<file path="config.mk">
export PLATFORM = sky130hd
export DESIGN_NAME = gray_count_receiver_flat
export DESIGN_NICKNAME = d
export VERILOG_FILES = /design/src/rtl/gray_pkg.sv /design/src/rtl/gray_count_receiver_if.sv /design/src/rtl/gray2bin.sv /design/src/rtl/gray_count_receiver.sv /design/src/flat_wrapper.sv
export SDC_FILE = /design/constraint.sdc
export NUM_CORES = 1
export LEC_CHECK = 0
export CORE_ASPECT_RATIO = 0.6
export CORE_MARGIN = 2
export CORE_UTILIZATION = 29
export CTS_BUF_LIST = sky130_fd_sc_hd__clkbuf_8
export DETAILED_ROUTE_END_ITERATION = 7
export PLACE_DENSITY_LB_ADDON = 0.12
export SYNTH_ARGS = -nofsm -noshare
export SYNTH_HDL_FRONTEND = slang
export SYNTH_HIERARCHICAL = 1
export SYNTH_SLANG_ARGS = --single-unit
</file>
<file path="constraint.sdc">
create_clock -name clk -period 4.95 [get_ports clk]
set_input_delay 0.99 -clock clk [delete_from_list [all_inputs] [get_ports clk]]
set_output_delay 0.99 -clock clk [all_outputs]
set_load 0.01 [all_outputs]
</file>
<file path="src/rtl/gray_pkg.sv">
// Shared types and helpers for the Gray-coded count receiver.
// Helpers work on a fixed wide vector; callers zero-extend narrower counts,
// which leaves the low bits of every result unchanged.
package gray_pkg;

    localparam int unsigned MAX_W = 32;

    typedef logic [MAX_W-1:0] wide_t;

    typedef enum logic [1:0] {
        FILL  = 2'd0,
        PRIME = 2'd1,
        TRACK = 2'd2
    } grx_state_t;

    // Prefix-XOR from the MSB down: bin[i] = ^gray[MAX_W-1:i]
    function automatic wide_t gray2bin_f(input wide_t g);
        wide_t b;
        b = '0;
        b[MAX_W-1] = g[MAX_W-1];
        for (int unsigned k = 1; k < MAX_W; k++) begin
            b[MAX_W-1-k] = b[MAX_W-k] ^ g[MAX_W-1-k];
        end
        return b;
    endfunction

    // True when exactly one bit differs between the two codes
    function automatic logic is_single_bit_change(input wide_t a, input wide_t b);
        return $onehot(a ^ b);
    endfunction

endpackage

</file>
<file path="src/rtl/gray_count_receiver_if.sv">
// Bus bundle between the Gray-count receiver and its surroundings.
// master: the side that supplies gray_in and consumes the step handshake.
// slave:  the receiver itself.
interface gray_count_receiver_if #(
    parameter int N = 8
);

    logic [N-1:0] gray_in;
    logic [N-1:0] bin_out;
    logic         primed;
    logic         step_valid;
    logic         step_ready;
    logic [N-1:0] delta_count;
    logic         err_skip;
    logic         err_ovf;
    logic         err_clr;

    modport master (
        output gray_in,
        output step_ready,
        output err_clr,
        input  bin_out,
        input  primed,
        input  step_valid,
        input  delta_count,
        input  err_skip,
        input  err_ovf
    );

    modport slave (
        input  gray_in,
        input  step_ready,
        input  err_clr,
        output bin_out,
        output primed,
        output step_valid,
        output delta_count,
        output err_skip,
        output err_ovf
    );

endinterface

</file>
<file path="src/rtl/gray2bin.sv">
// Combinational Gray-to-binary decoder of parameterised width.
module gray2bin #(
    parameter int N = 8
) (
    input  logic [N-1:0] gray,
    output logic [N-1:0] bin
);

    // Ripple the XOR from the MSB toward the LSB
    always_comb begin
        bin = '0;
        bin[N-1] = gray[N-1];
        for (int unsigned k = 1; k < N; k++) begin
            bin[N-1-k] = bin[N-k] ^ gray[N-1-k];
        end
    end

endmodule

</file>
<file path="src/rtl/gray_count_receiver.sv">
// Receive end of a Gray-coded count crossing into the clk domain.
// Synchronises gray_in, decodes it, validates each transition as a single
// forward Gray step, and accumulates forward steps for a valid/ready consumer.
// Skips/backward steps and accumulator saturation raise sticky error flags.
// Width N must not exceed gray_pkg::MAX_W.
module gray_count_receiver
    import gray_pkg::*;
#(
    parameter int N           = 8,
    parameter int SYNC_STAGES = 2
) (
    input logic                  clk,
    input logic                  rstn,
    gray_count_receiver_if.slave bus
);

    localparam int              CW        = $clog2(SYNC_STAGES);
    localparam logic [CW-1:0]   FILL_LAST = CW'(SYNC_STAGES - 1);
    localparam logic [N-1:0]    ACC_MAX   = '1;

    grx_state_t    state_q;
    logic [CW-1:0] fill_cnt_q;

    logic [N-1:0]  g_s;
    logic [N-1:0]  g_prev_q;
    logic [N-1:0]  bin_s;
    logic [N-1:0]  bin_q;
    logic          primed_q;

    logic [N-1:0]  acc_q;
    logic [N-1:0]  acc_n;
    logic          valid_q;
    logic          err_skip_q;
    logic          err_ovf_q;

    logic          tracking;
    logic          changed;
    logic          single;
    logic          forward;
    logic          inc;
    logic          skip_new;
    logic          fire;
    logic          ovf_new;

    // Input synchroniser: one register per stage, stage 0 samples gray_in
    for (genvar s = 0; s < SYNC_STAGES; s++) begin : g_sync
        logic [N-1:0] q;
        if (s == 0) begin : g_first
            // First stage captures the asynchronous Gray count
            always_ff @(posedge clk) begin
                if (!rstn) q <= '0;
                else       q <= bus.gray_in;
            end
        end else begin : g_next
            // Later stages shift the sample along the chain
            always_ff @(posedge clk) begin
                if (!rstn) q <= '0;
                else       q <= g_sync[s-1].q;
            end
        end
    end

    assign g_s = g_sync[SYNC_STAGES-1].q;

    gray2bin #(.N(N)) u_dec (
        .gray (g_s),
        .bin  (bin_s)
    );

    // Classify the synchronised sample against the previous one.
    // bin_q always holds the decode of g_prev_q, so it serves as the
    // previous binary value without a second decoder.
    always_comb begin
        tracking = (state_q == TRACK);
        changed  = (g_s != g_prev_q);
        single   = is_single_bit_change(wide_t'(g_s), wide_t'(g_prev_q));
        forward  = ((bin_s - bin_q) == N'(1));
        inc      = tracking && single && forward;
        skip_new = tracking && changed && !(single && forward);
    end

    // Next accumulator value: a handshake restarts from the current step,
    // otherwise count up and saturate at the maximum
    always_comb begin
        fire    = valid_q && bus.step_ready;
        acc_n   = acc_q;
        ovf_new = 1'b0;
        if (fire) begin
            acc_n = {{(N-1){1'b0}}, inc};
        end else if (inc) begin
            if (acc_q == ACC_MAX) ovf_new = 1'b1;
            else                  acc_n   = acc_q + N'(1);
        end
    end

    // Sequencer: wait for the chain to fill, take a baseline, then track
    always_ff @(posedge clk) begin
        if (!rstn) begin
            state_q    <= FILL;
            fill_cnt_q <= '0;
            g_prev_q   <= '0;
            bin_q      <= '0;
            primed_q   <= 1'b0;
        end else begin
            case (state_q)
                FILL: begin
                    if (fill_cnt_q == FILL_LAST) state_q <= PRIME;
                    else                         fill_cnt_q <= fill_cnt_q + CW'(1);
                end
                PRIME: begin
                    g_prev_q <= g_s;
                    bin_q    <= bin_s;
                    primed_q <= 1'b1;
                    state_q  <= TRACK;
                end
                TRACK: begin
                    g_prev_q <= g_s;
                    bin_q    <= bin_s;
                end
                default: state_q <= FILL;
            endcase
        end
    end

    // Step accumulator and its registered valid flag
    always_ff @(posedge clk) begin
        if (!rstn) begin
            acc_q   <= '0;
            valid_q <= 1'b0;
        end else begin
            acc_q   <= acc_n;
            valid_q <= (acc_n != '0);
        end
    end

    // Sticky error flags; a new error in the clear cycle keeps its flag set
    always_ff @(posedge clk) begin
        if (!rstn) begin
            err_skip_q <= 1'b0;
            err_ovf_q  <= 1'b0;
        end else begin
            err_skip_q <= (err_skip_q && !bus.err_clr) || skip_new;
            err_ovf_q  <= (err_ovf_q  && !bus.err_clr) || ovf_new;
        end
    end

    assign bus.bin_out     = bin_q;
    assign bus.primed      = primed_q;
    assign bus.step_valid  = valid_q;
    assign bus.delta_count = acc_q;
    assign bus.err_skip    = err_skip_q;
    assign bus.err_ovf     = err_ovf_q;

endmodule
</file>
<file path="src/flat_wrapper.sv">
// flat-port wrapper written by rule: the top's interface ports become plain ports
module gray_count_receiver_flat import gray_pkg::*;
#(
    parameter int N           = 8,
    parameter int SYNC_STAGES = 2
)
  (clk, rstn, bus_gray_in, bus_step_ready, bus_err_clr, bus_bin_out, bus_primed, bus_step_valid, bus_delta_count, bus_err_skip, bus_err_ovf);
  gray_count_receiver_if #(.N(N)) bus_i ();
  input logic clk;
  input logic rstn;
  input wire logic [$bits(bus_i.gray_in)-1:0] bus_gray_in;
  input wire logic [$bits(bus_i.step_ready)-1:0] bus_step_ready;
  input wire logic [$bits(bus_i.err_clr)-1:0] bus_err_clr;
  output wire logic [$bits(bus_i.bin_out)-1:0] bus_bin_out;
  output wire logic [$bits(bus_i.primed)-1:0] bus_primed;
  output wire logic [$bits(bus_i.step_valid)-1:0] bus_step_valid;
  output wire logic [$bits(bus_i.delta_count)-1:0] bus_delta_count;
  output wire logic [$bits(bus_i.err_skip)-1:0] bus_err_skip;
  output wire logic [$bits(bus_i.err_ovf)-1:0] bus_err_ovf;
  assign bus_i.gray_in = bus_gray_in;
  assign bus_i.step_ready = bus_step_ready;
  assign bus_i.err_clr = bus_err_clr;
  assign bus_bin_out = bus_i.bin_out;
  assign bus_primed = bus_i.primed;
  assign bus_step_valid = bus_i.step_valid;
  assign bus_delta_count = bus_i.delta_count;
  assign bus_err_skip = bus_i.err_skip;
  assign bus_err_ovf = bus_i.err_ovf;
  gray_count_receiver #(.N(N), .SYNC_STAGES(SYNC_STAGES)) u_core (.clk(clk), .rstn(rstn), .bus(bus_i));
endmodule
</file>
# After elaboration in Yosys (flattened, before gate mapping)
# Cells that the tools add are included.
[classes]
n_addsub = 34
n_eq_ne = 7
n_mux = 9
bitwise = 9
reduce_logical = 16
[ops]
columns = ["cell", "n"]
rows = [
  ["6-bit adder", 15],
  ["1-bit by 1-bit adder with 2-bit output, both inputs constant", 12],
  ["8-bit two-way mux", 3],
  ["1-bit by 1-bit adder with 2-bit output", 4],
  ["8-bit by 1-bit adder with 8-bit output, second input constant", 1],
  ["8-bit by 1-bit equality test with 1-bit output, second input constant", 1],
  ["8-bit equality test, second input constant", 1],
  ["1-bit logical AND", 8],
  ["8-bit != test", 1],
  ["8-bit nonzero test", 1],
  ["8-bit subtractor", 1],
  ["8-bit XOR", 1],
  ["1-bit XOR", 7],
  ["6-bit by 1-bit equality test with 1-bit output, second input constant", 1],
  ["2-bit one-hot mux with 3 select lines", 1],
  ["1-bit two-way mux", 4],
  ["2-bit by 1-bit equality test with 1-bit output, second input constant", 1],
  ["2-bit equality test, second input constant", 1],
  ["1-bit logical NOT", 2],
  ["2-bit logical NOT", 1],
  ["1-bit logical OR", 2],
  ["2-bit two-way mux", 1],
  ["2-bit by 1-bit != test with 1-bit output, second input constant", 1],
  ["2-bit AND reduction", 1],
  ["3 further kinds", 3],
]
[word_totals]
reg_bits = 47
input_bits = 12
out_inout_bits = 20

# Longest topological paths before layout
# Gate-level depths: netlist of run 1.
[depth]
word_depth = 13
ltp_mapped = 18

# Hierarchy
# Netlist of run 1, hierarchy kept.
[by_module_without_submodules]
columns = ["module", "n_inst", "cells_per_inst", "area_each_um2", "seq_area_each_um2"]
rows = [
  ["gray_count_receiver", 1, 268, 2511.2, 940.9],
  ["gray2bin", 1, 13, 125.1, 0.0],
]

# Worst setup path after synthesis of run 1
# No wires, ideal clock.
[synth_path]
path_kind = "register to register"
from = "register u_core.g_sync[1].q[0] (netlist: u_core/g_s[0])"
to = "register u_core.valid_q (netlist: u_core/bus.step_valid)"
setup_ns = 0.125
t_arrival_ns = 4.636
required_time_ns = 4.825
path_slack_ns = 0.189
stages_incl_launch_ff = 19
path_buffers = 1
path_cell_list = "dfxtp_1 > xor2_1 > fa_1 > inv_1 > fa_1 > inv_1 > fa_1 > ha_1 > inv_1 > fa_1 > nor2_1 > a31oi_1 > or4_4 > nor4b_4 > and3_1 > buf_6 > and4b_1 > nor3_1 > o41a_1"
[synth_via]
elab_chain_len = 12
word_cells_on_any_way = 15
[synth_rtl]
columns = ["element", "line_no", "rtl"]
rows = [
  ["from (decl)", "gray_count_receiver.sv:47", "logic [N-1:0] q;"],
  ["from (signal assigned)", "gray_count_receiver.sv:58", "else q <= g_sync[s-1].q;"],
  ["8-bit XOR", "gray_pkg.sv:29", "return $onehot(a ^ b);"],
  ["1-bit by 1-bit adder with 2-bit output (not written as such)", "gray_pkg.sv:29", ""],
  ["6-bit adder (not written as such) (4 in a row)", "gray_pkg.sv:29", ""],
  ["6-bit by 1-bit equality test with 1-bit output", "gray_pkg.sv:29", ""],
  ["1-bit logical AND", "gray_count_receiver.sv:78", "inc = tracking && single && forward;"],
  ["1-bit logical AND *", "gray_count_receiver.sv:78", ""],
  ["8-bit two-way mux", "gray_count_receiver.sv:90", "end else if (inc) begin"],
  ["8-bit two-way mux *", "gray_count_receiver.sv:88", "if (fire) begin"],
  ["8-bit nonzero test *", "gray_count_receiver.sv:132", "valid_q <= (acc_n != '0);"],
  ["to (signal assigned)", "gray_count_receiver.sv:132", ""],
  ["to (decl)", "gray_count_receiver.sv:32", "logic valid_q;"],
]
# Every way passes the cells marked *; elsewhere a longest branch is shown, timed or not.
# A chain may end at the register's enable or synchronous reset.

# Final worst setup path of run 1
[layout_path]
from = "register u_core.g_sync[1].q[3] (netlist: u_core/g_s[3])"
to = "register u_core.valid_q (netlist: u_core/bus.step_valid)"
# Same word-level chain as after synthesis.

==> flow_summary.ini, run 1 <==
[layout]
nets = 354
nFillCells = 863
area_delta_synth_final_pct = 25.2
final_common_cell = dfxtp_1
final_cells = 433
fin_area_mm2 = 0.00330
drive_above_1_share = 0.137
final_cell_mix = dfxtp_1, clkdlybuf4s50_1, inv_1
antenna_cells = 0

[drt]
dr_total_vias = 1926
drt_drc_violations_left = 0
wl_met1_um = 3340
avgRoutedWirePerCell_um = 12.9
wl_met3_um = 227
ant_nets = 0
dr_wl_met2_um = 1990
top_layer = met4
initialDrtViolationCount = 135
via_per_inst = 4.45
routed_wl_um = 5600
firstDrtPassIters = 4

[setup_path]
crit_fanout = 4
required_ps = 5150
end_kind = flip-flop
critical_path_class = flip-flop to flip-flop
crit_arrival_ps = 5150
startpoint_type = flip-flop

[clocking]
htreeDepth = 2
cts_tree = built
cts.sinks = 47
clk_pin_slew_worst_paths_ps = 100
cts_inserted_buffers = 5
cts_buffer_depth = 2
cts_root_buf = clkbuf_8
clkLatencyLatePin_ps = 310
hold_buffers = 0

[timing]
max_freq_mhz = 202
finalHoldViolCount = 0
finalCritPeriodShare = 0.999
fin_ws_ps = 3.96
worst_pin_slew_ps = 941
finalClockSkew_ps = 4.42
slew-limit-headroom = 0.373
grt_setup_unrepaired = yes
finalSetupViolations = 0
slew_viol_final = 0
period_needed_ps = 4950

[grt]
grt.total_usage = 0.120
grt_overflow = 0
grt_max_degree = 45
grt_first_pass_wirelength_um = 9230
grt_pass1_vias = 1778
antenna_found_initial = 0

[power_and_ir_drop]
irDropWorstVdd_v = 0.000135
switchingPower_mw = 0.479
p_clk_frac = 0.201
seq_power_share = 0.357
comb_power_share = 0.442
switching_share = 0.375
p_int_mw = 0.799
leakage_nw = 1.35
powerDensity_mw_per_mm2 = 387

[synthesis]
synth_edf_count = 0
synth_nets = 315
netlist_instances = 281
ys_warn_count = 6
ys_ff_latch = 47
synth_area_mm2 = 0.00264
synthArstFlopShare = 0
synth_cell_types = 41
ys.flop_type = dfxtp_1
synth-seq-area-share = 0.357
avgSynthCellArea_um2 = 9.38

[die]
die_h_um = 77.9
die_area_mm2 = 0.00989
core_area_mm2 = 0.00865
io_pins = 32
row_count = 26
die_w_um = 127
start_util = 0.305

[job]
drv_cap = 0

[placed_design]
pre_cts_ws_ps = 19.8
hpwl_um = 4110
gp_congestion = 0.816
dpl.cell_count = 420
placed_area_mm2 = 0.00308
portBuffers = 31

[status]
status = finished clean

[min_path]
worst_hold_path_type = flip-flop to flip-flop
repair_timing:
item	in CTS	in global routing
gates resized for setup	0	25
setup endpoints to repair	0	6
setup buffers	0	5
power groups by stage:
stage               clock network, mW  logic [mW]  registers, mW
global route                    0.287       0.643          0.464
floorplan                           0       0.408          0.468
finish                          0.257       0.565          0.456
CTS                             0.274       0.565          0.456
detailed placement                  0       0.560          0.465
global placement                    0       0.568          0.463
Yosys cell counts, types with 4 or more instances:
library cell  instances  share of area
mux2i_1              22          0.084
and3_1                7          0.017
nand2b_1              4         0.0095
o21ai_0              11          0.021
dfxtp_1              47           0.36
a21oi_1              12          0.023
and2_1               20          0.047
xor2_1               11          0.037
ha_1                 17          0.081
fa_1                  5          0.038
nor2b_1              20          0.047
nor2_1               16          0.023
clkbuf_1              6         0.0085
nand2_1              10          0.014
xnor2_1              10          0.033
inv_1                25          0.036
worst max-delay path: stages, from the launching register on:
cell and delay [ps]:
dfxtp_4 380, xor2_4 190, fa_1 550, inv_2 40, fa_1 470, inv_1 50, fa_1 480, ha_2 180
inv_2 40, fa_2 520, nand4b_1 90, or4_4 550, nor4b_4 300, and3_4 250, buf_6 110, mux2i_1 70
a22o_1 230, o41a_1 360
stage by stage:
| stage | hold slack [ps] | TNS [ps] | power (mW) | utilization |
|---|---|---|---|---|
| after floorplan | 412 | 0 | 0.876 | - |
| after global placement | 422 | 0 | 1.03 | 0.356 |
| after detailed placement | 420 | 0 | 1.02 | 0.356 |
| after CTS | 445 | 0 | 1.30 | 0.367 |
| after global routing | 452 | -410 | 1.39 | 0.381 |
| final | 442 | 0 | 1.28 | 0.381 |
cells by family (layout without fill, tap and decap cells):
logic type,after synthesis,in the layout,share of synthesized area
AND/OR/NAND/NOR,93,93,0.207
flip-flops,47,47,0.357
AO/OA/AOI/OAI,39,39,0.0930
buffers and inverters,35,75,0.0560
XOR/XNOR,23,23,0.0850
adder cells (fa/ha/maj),22,22,0.119
multiplexers,22,22,0.0835
layout make-up:
class,count,area [µm²],share of cell area
clock buffer,5,68.8,0.0209
clock inverter,3,27.5,0.00834
inverter,25,93.8,0.0284
multi-input combinational,199,1620,0.491
sequential,47,948,0.287
tap,112,140,0.0425
timing repair buffer,42,400,0.121
registers in the layout (all words and copies together) (netlist names):
| register | count |
|---|---|
| u_core/g_sync.q | 8 |
| u_core/bus.primed | 1 |
| u_core/bus.err_ovf | 1 |
| u_core/bus.err_skip | 1 |
| u_core/bus.delta_count | 8 |
| u_core/fill_cnt_q | 1 |
| u_core/bus.bin_out | 8 |
| u_core/g_prev_q | 8 |
| u_core/g_s | 8 |
| u_core/state_q | 2 |
| u_core/bus.step_valid | 1 |
metal layers:
metal  vias to the layer above  track usage
met3                         5       0.0345
met5                         -            0
met1                       880        0.195
met4                         0       0.0330
li1                       1008            -
met2                        33        0.146
path summary, 6_finish.rpt:
path | from | slack [ps] | cells past startpoint | end
worst max-delay path | u_core/g_s[3] | 4 | 17 | u_core/bus.step_valid
worst min-delay path | u_core/g_sync[0].q[0] | 440 | 1 | u_core/g_s[0]
worst max register to register | u_core/g_s[3] | 4 | 17 | u_core/bus.step_valid
worst min register to register | u_core/g_sync[0].q[0] | 440 | 1 | u_core/g_s[0]
(Power assumes the default switching activity.)
==> inputs of run 2 (changes only) <==
CORE_MARGIN = default   (was 2)
==> flow_summary.ini, run 2 (same netlist as run 1, synthesis figures left out) <==
[grt]
grt_max_degree = 45
grt_overflow = 0
grt_pass1_vias = 1792
grt_first_pass_wirelength_um = 9110
antenna_found_initial = 0
grt.total_usage = 0.126

[drt]
drt_drc_violations_left = 0
firstDrtPassIters = 6
avgRoutedWirePerCell_um = 13.1
dr_total_vias = 1896
routed_wl_um = 5630
initialDrtViolationCount = 90
via_per_inst = 4.41
ant_nets = 0

[die]
core_area_mm2 = 0.00865
die_w_um = 125
start_util = 0.305
io_pins = 32
die_h_um = 75.9
row_count = 26
die_area_mm2 = 0.00949

[status]
status = finished clean

[layout]
final_cells = 430
drive_above_1_share = 0.110
final_cell_mix = dfxtp_1, clkdlybuf4s50_1, inv_1
final_common_cell = dfxtp_1
antenna_cells = 0
nets = 351
final_core_util = 0.375
area_delta_synth_final_pct = 23.1

[timing]
finalCritPeriodShare = 0.993
finalHoldViolCount = 0
finalClockSkew_ps = 3.87
worst_pin_slew_ps = 964
slew-limit-headroom = 0.358
slew_viol_final = 0
max_freq_mhz = 203
grt_setup_unrepaired = yes
period_needed_ps = 4920
finalSetupViolations = 0

[power_and_ir_drop]
irDropWorstVdd_v = 0.000239
totalPowerFinal_mw = 1.27
powerDensity_mw_per_mm2 = 392
leakage_nw = 1.34

[clocking]
cts_root_buf = clkbuf_8
htreeDepth = 2
cts_buffer_depth = 2
hold_buffers = 0
clkLatencyLatePin_ps = 300
clk_pin_slew_worst_paths_ps = 100
cts_inserted_buffers = 5
cts.sinks = 47
cts_tree = built

[placed_design]
dpl.cell_count = 420
gp_congestion = 0.806
hpwl_um = 4100
portBuffers = 31

[setup_path]
path_delay_family = adder cells
path_buf_inv = 3
crit_arrival_ps = 5120
crit_top_cell = fa_1
critical_path_class = flip-flop to flip-flop
r2r_start = u_core/g_s[3]
slowest_stage = fa_1
end_kind = flip-flop
path_cells = xor2_4, fa_1, inv_2, fa_1, inv_1, fa_1, ha_2, inv_2, fa_1, nand4b_1, or4_4, nor4b_4, and3_4, o21ai_2, a22o_1, o41a_1
critPathLaunch = u_core/g_s[3]
max_stage_delay_ps = 560
crit_fanout = 6
startpoint_type = flip-flop
required_ps = 5150

[job]
drv_cap = 0

[min_path]
min_from = u_core/g_sync[0].q[0]
worst_hold_path_type = flip-flop to flip-flop
## run 2: cell types whose count changed in the layout (fill, tap and decap cells not counted), moves of 2 or more
cell,previous run,this run
buf_6,2,0
nor3b_2,0,2
a21oi_1,10,12
nor3b_1,3,1
a21oi_2,2,0
## run 2: repair_timing
action | CTS | global route
gates cloned | 0 | 0
resized for setup | 1 | 17
buffers inserted | 0 | 2
endpoints found under the setup margin | 1 | 4
pin swaps | 0 | 11
## run 2: final timing paths
check        depth (start not counted)               endpoint  slack, ps
max                                 16  u_core/bus.step_valid         30
min                                  1          u_core/g_s[0]        440
max reg2reg                         16  u_core/bus.step_valid         30
min reg2reg                          1          u_core/g_s[0]        440
## run 2: stage by stage
step / worst slack, ps / hold WS, ps / TNS (ps) / area [µm²]
after floorplan: 189 / 412 / 0 / 2640
after global placement: 94.1 / 417 / 0 / 3080
after detailed placement: -26.9 / 418 / -26.9 / 3080
after CTS: 26.7 / 441 / 0 / 3170
after global routing: -140 / 468 / -155 / 3240
final: 32.7 / 439 / 0 / 3240
## run 2: final cells by class
class / count / area [µm²]
Fill cell: 902 / 5410
Multi-Input combinational cell: 199 / 1600
Sequential cell: 47 / 947
Timing Repair Buffer: 39 / 370
Tap cell: 112 / 140
Inverter: 25 / 93.8
Clock buffer: 5 / 68.8
Clock inverter: 3 / 22.5
## run 2: where the power goes
group | internal (mW) | switching [mW] | total (mW) | leakage [nW]
Sequential | 0.422 | 0.0351 | 0.457 | 0.386
Clock | 0.102 | 0.145 | 0.246 | 0.0485
Combinational | 0.272 | 0.295 | 0.567 | 0.907
## run 2: layer usage
metal  track usage  routed length (µm)
met1         0.190                3390
met4        0.0285                  21
met3        0.0337                 209
met5             0                   0
met2         0.173                2010
==> inputs of run 3 (changes only) <==
CTS_CLUSTER_SIZE = 30   (was default)
==> results of run 3 <==
The final DEF is identical to that of run 2; final timing and power are the same.
